$ cat src/rtl/sort_pkg.sv
// sort_pkg: shared types and constants for the odd-even transposition sort
// controller. Holds the FSM state encoding, the element/phase-counter sizes,
// the registered control-output bundle and its per-state decode.
package sort_pkg;

  localparam int unsigned N_ELEM = 8;
  localparam int unsigned LC_W   = 3;
  localparam logic [LC_W-1:0] LAST_PHASE = 3'd7;

  typedef enum logic [2:0] {
    IDLE = 3'd0,
    LOAD = 3'd1,
    EVEN = 3'd2,
    ODD  = 3'd3,
    DONE = 3'd4
  } state_e;

  // Control outputs driven towards the datapath and the loop counter.
  typedef struct packed {
    logic load;
    logic cnt_clr;
    logic cnt_en;
    logic swap_even;
    logic swap_odd;
    logic busy;
    logic done;
  } ctrl_t;

  // Moore decode of the control bundle for a given state.
  function automatic ctrl_t ctrl_decode(state_e s);
    ctrl_t c;
    c = '0;
    case (s)
      LOAD: begin
        c.load    = 1'b1;
        c.cnt_clr = 1'b1;
        c.busy    = 1'b1;
      end
      EVEN: begin
        c.swap_even = 1'b1;
        c.cnt_en    = 1'b1;
        c.busy      = 1'b1;
      end
      ODD: begin
        c.swap_odd = 1'b1;
        c.cnt_en   = 1'b1;
        c.busy     = 1'b1;
      end
      DONE: begin
        c.done = 1'b1;
        c.busy = 1'b1;
      end
      default: c = '0;
    endcase
    return c;
  endfunction

endpackage

$ cat src/rtl/sort_ctrl.sv
// sort_ctrl: sequences an 8-element odd-even transposition sort
// (LOAD, then 8 alternating EVEN/ODD phases, then a one-cycle DONE).
// The phase counter is external: cnt_clr clears it, cnt_en advances it, and
// lc reports the index of the phase executing in the current cycle.
// Ports:
//   clk, rst       clock, synchronous active-high reset
//   start          request a run (ignored while busy, never queued)
//   swapped        datapath saw a swap this phase (early-exit build only)
//   lc[2:0]        external phase count
//   cnt_en/cnt_clr loop counter controls
//   load           capture inputs into the datapath
//   swap_even/odd  compare/swap even or odd pairs
//   busy, done     run in progress, one-cycle completion pulse
// Build option: define SORT_EARLY_EXIT_EN to finish as soon as an EVEN/ODD
// pair completes with no swaps.
module sort_ctrl
  import sort_pkg::*;
(
  input  logic            clk,
  input  logic            rst,
  input  logic            start,
  input  logic            swapped,
  input  logic [LC_W-1:0] lc,
  output logic            cnt_en,
  output logic            cnt_clr,
  output logic            load,
  output logic            swap_even,
  output logic            swap_odd,
  output logic            busy,
  output logic            done
);

  state_e state_q, state_d;
  ctrl_t  ctrl_q, ctrl_d;

`ifdef SORT_EARLY_EXIT_EN
  logic swap_seen_q, swap_seen_d;
`else
  logic unused_swapped;
  assign unused_swapped = swapped;
`endif

  // Next-state logic; outputs are decoded from the next state so that the
  // registered outputs line up with the state they describe.
  always_comb begin
    state_d = state_q;
`ifdef SORT_EARLY_EXIT_EN
    swap_seen_d = swap_seen_q;
`endif
    case (state_q)
      IDLE: if (start) state_d = LOAD;
      LOAD: state_d = EVEN;
      EVEN: begin
        state_d = ODD;
`ifdef SORT_EARLY_EXIT_EN
        swap_seen_d = swapped;
`endif
      end
      ODD: begin
        if (lc == LAST_PHASE) begin
          state_d = DONE;
`ifdef SORT_EARLY_EXIT_EN
        end else if (!swap_seen_q && !swapped) begin
          // A clean EVEN/ODD pair means the array is already sorted.
          state_d = DONE;
`endif
        end else begin
          state_d = EVEN;
        end
      end
      DONE:    state_d = IDLE;
      default: state_d = IDLE;
    endcase
    ctrl_d = ctrl_decode(state_d);
  end

  // State and output registers.
  always_ff @(posedge clk) begin
    if (rst) begin
      state_q <= IDLE;
      ctrl_q  <= '0;
`ifdef SORT_EARLY_EXIT_EN
      swap_seen_q <= 1'b0;
`endif
    end else begin
      state_q <= state_d;
      ctrl_q  <= ctrl_d;
`ifdef SORT_EARLY_EXIT_EN
      swap_seen_q <= swap_seen_d;
`endif
    end
  end

  assign load      = ctrl_q.load;
  assign cnt_clr   = ctrl_q.cnt_clr;
  assign cnt_en    = ctrl_q.cnt_en;
  assign swap_even = ctrl_q.swap_even;
  assign swap_odd  = ctrl_q.swap_odd;
  assign busy      = ctrl_q.busy;
  assign done      = ctrl_q.done;

endmodule
$ cat config.mk
export PLATFORM = sky130hd
export DESIGN_NAME = sort_ctrl
export DESIGN_NICKNAME = d
export VERILOG_FILES = /design/src/rtl/sort_pkg.sv /design/src/rtl/sort_ctrl.sv
export SDC_FILE = /design/constraint.sdc
export NUM_CORES = 1
export LEC_CHECK = 0
export BUFFER_PORTS_ARGS = -buffer_cell sky130_fd_sc_hd__buf_2
export CORE_AREA = 2 2 39 41
export CTS_BUF_LIST = sky130_fd_sc_hd__clkbuf_2
export CTS_CLUSTER_SIZE = 14
export DETAILED_ROUTE_END_ITERATION = 10
export DIE_AREA = 0 0 41 43
export PLACE_DENSITY = 0.57
export SYNTH_ARGS = -nofsm -noshare
export SYNTH_HDL_FRONTEND = slang
export SYNTH_SLANG_ARGS = --single-unit
$ cat constraint.sdc
create_clock -name clk -period 1.05 [get_ports clk]
set_clock_uncertainty 0.15 [all_clocks]
set_input_delay 0.21 -clock clk [delete_from_list [all_inputs] [get_ports clk]]
set_output_delay 0.21 -clock clk [all_outputs]
set_load 0.1 [all_outputs]
==> impl_metrics.toml <==
[outcome]
status = "finished with violations"
violations = "setup timing"

[global_routing]
grt_pass1_wl_mm = 1.09
grt.overflow.total = 0
grt_pass1_vias = 280
grt_max_degree = 7
grt_use_total_pct = 9.97
antenna_found_initial = 0

[logic_synthesis]
synthTopCellsByArea = "dfxtp_1 (61%), a2111oi_2 (10%), and3_1 (4.2%)"
ys_ff_latch = 9
synth_flop_cell = "dfxtp_1"
yosysTopAreaCell = "dfxtp_1"
synth_adder_area_share_pct = 0
synthMuxAreaShare_pct = 0
synth_xor_area_share_pct = 0
yosysWarnings = 0
synth-compound-area-share_pct = 13.4
synthCells = 23
syn_area_um2 = 298
ys_types = 12
synth_fp_nets = 30
synth_edf_count = 0
yosysMostFrequentCell = "dfxtp_1"
synth_area_per_cell_um2 = 12.9
synth_top_family_by_area = "simple AND/OR/NAND/NOR gates"
synth_commonest_cells = "dfxtp_1 (9), a2111oi_2 (2), and3_1 (2), nor2_1 (2)"
netlist.area_leader.share_pct = 60.5
async_flop_share_pct = 0
synth_simple_gate_area_share_pct = 23.5
yosysSeqAreaShare_pct = 60.5

[timing]
finalSetupTns_ps = -621
setup_ws_ps = -98.1
setup_viol = 10
hold_viol = 0
rsz0062_at_grt = "yes"
tightestPinTransition_ps = 234
drv_slew = 0
slew_headroom_pct = 84.4
fin_crit_sh_pct = 109
fmax_mhz = 871
min_period_ps = 1150

[detailed_routing]
drtIter0Drc = 3
drt_pre_antenna_iters = 2
drc = 0
vias_per_cell = 4.59
routed_wl_um = 605
vias = 266
antenna_left = 0
wl_per_cell_um = 10.4

[worst_setup_path]
cp_slowest_cell = "dfxtp_4"
critPathArrivalTime_ps = 790
critical_path_class = "reg2out"
crit_chain = "buf_12"
ff2ff_path_depth = 2
reg2reg_to = "swap_even$_SDFF_PP0_"
worstSetupStartpointType = "flip-flop"
max_stage_delay_ps = 380
r2r_start = "state_q[1]$_SDFF_PP0_"
cp_max_fo = 2
cp_top_family = "flip-flops"
cp-end-kind = "output pin"
timing.critical_path.depth = 1
critPathBufInv = 1
rrSetupSlack_ps = -50
crit_required_ps = 690

[placement]
hpwl_um = 426
place.gp.congestion = 0.653
place_ws_ps = -72.7
numPortBuffers = 12
place_area_um2 = 518

[die]
start_util_pct = 21.5
core.rowCount = 14
fp.dieW_um = 41
die_area_um2 = 1760
die_height_um = 43
core-area_um2 = 1380
ios = 14

[final_layout]
area_growth_pct = 103
regArea_um2 = 199
layout-drive-gt1-share_pct = 92.9
nets = 50
antenna_cells = 0
fill_cells = 131
fin_area_um2 = 606
final_core_util_pct = 43.8
multi_input_area_um2 = 164

[clocking]
cts_buffers = 3
hold_buffers = 0
path_clk_slew_ps = 80
cts_sinks = 9
cts_root_buffer = "clkbuf_2"
htree_levels = 1
cts_tree = "built"
clk_latency_ps = 240
cts_buffer_depth = 2
cts_setup_buffers = 0

[hold_path]
hp-class = "in2reg"
whs_path_depth = 2
min_from = "start"
hold_end = "busy$_SDFF_PP0_"

[power]
power.leakage_nw = 0.246
vdd_ir_drop_max_v = 0.000467
total_power_mw = 0.879
powerDensity_nw_per_um2 = 1450

[flow_run]
maxCapViolations = 0
-- sequential cells by signal (all words and copies together) (netlist names) --
register / cells
swap_even: 1
state_q: 3
swap_odd: 1
load: 1
done: 1
cnt_en: 1
busy: 1
-- cell families after synthesis --
family                 Yosys count
AOI/OAI and AO/OA                3
and+or+nand+nor                 10
buffers and inverters            1
DFF                              9
-- power breakdown --
part	internal, mW	total [mW]	switching [mW]
combinational	0.114	0.273	0.159
clock	0.101	0.217	0.116
sequential	0.363	0.389	0.0260
-- layout by cell type (no fill, tap or decap) --
cell type | Yosys | final
buf_12 | 0 | 7
dfxtp_2 | 0 | 6
buf_2 | 0 | 5
clkbuf_2 | 0 | 4
dfxtp_4 | 0 | 3
and3_1 | 2 | 2
a2111oi_4 | 0 | 2
buf_4 | 1 | 2
buf_6 | 0 | 2
nor2_2 | 1 | 1
nor4_2 | 0 | 1
nor4b_4 | 0 | 1
nor2_1 | 2 | 1
o31a_2 | 1 | 1
and4_4 | 1 | 1
nor2_4 | 0 | 1
and3b_2 | 1 | 1
and3_2 | 1 | 1
-- stage by stage --
step,std cells,hold WS (ps)
after global routing,58,73.5
after detailed placement,54,311
after global placement,54,305
after floorplan,23,129
final,58,83.2
after CTS,58,45.3
-- routing by layer --
metal,up-vias,track usage [%],part of all wire (%)
li1,127,-,-
met1,124,9.74,36
met2,11,14.1,54
met3,4,4.71,6.9
met4,0,10.0,3.0
met5,-,0,0
-- cell type report --
type	count	share of cell area, %
Clock buffer	4	3.31
Timing Repair Buffer	16	33.5
Multi-Input combinational cell	13	27.1
Tap cell	16	3.31
Sequential cell	9	32.9
-- worst max-delay path by stage --
stage	startpoint	to	slack [ps]
global route	load$_SDFF_PP0_	cnt_clr	-130
detailed placement	lc[2]	state_q[1]$_SDFF_PP0_	-70
global placement	lc[2]	state_q[1]$_SDFF_PP0_	-70
CTS	load$_SDFF_PP0_	cnt_clr	-120
finish	load$_SDFF_PP0_	cnt_clr	-100
floorplan	load$_SDFF_PP0_	load	-170
-- what timing repair did --
item / in CTS / in global routing
gates resized for setup: 5 / 7
endpoints found under the setup margin: 10 / 14
pin swaps: 3 / 4
No activity file was read; power rests on OpenSTA's default activity.
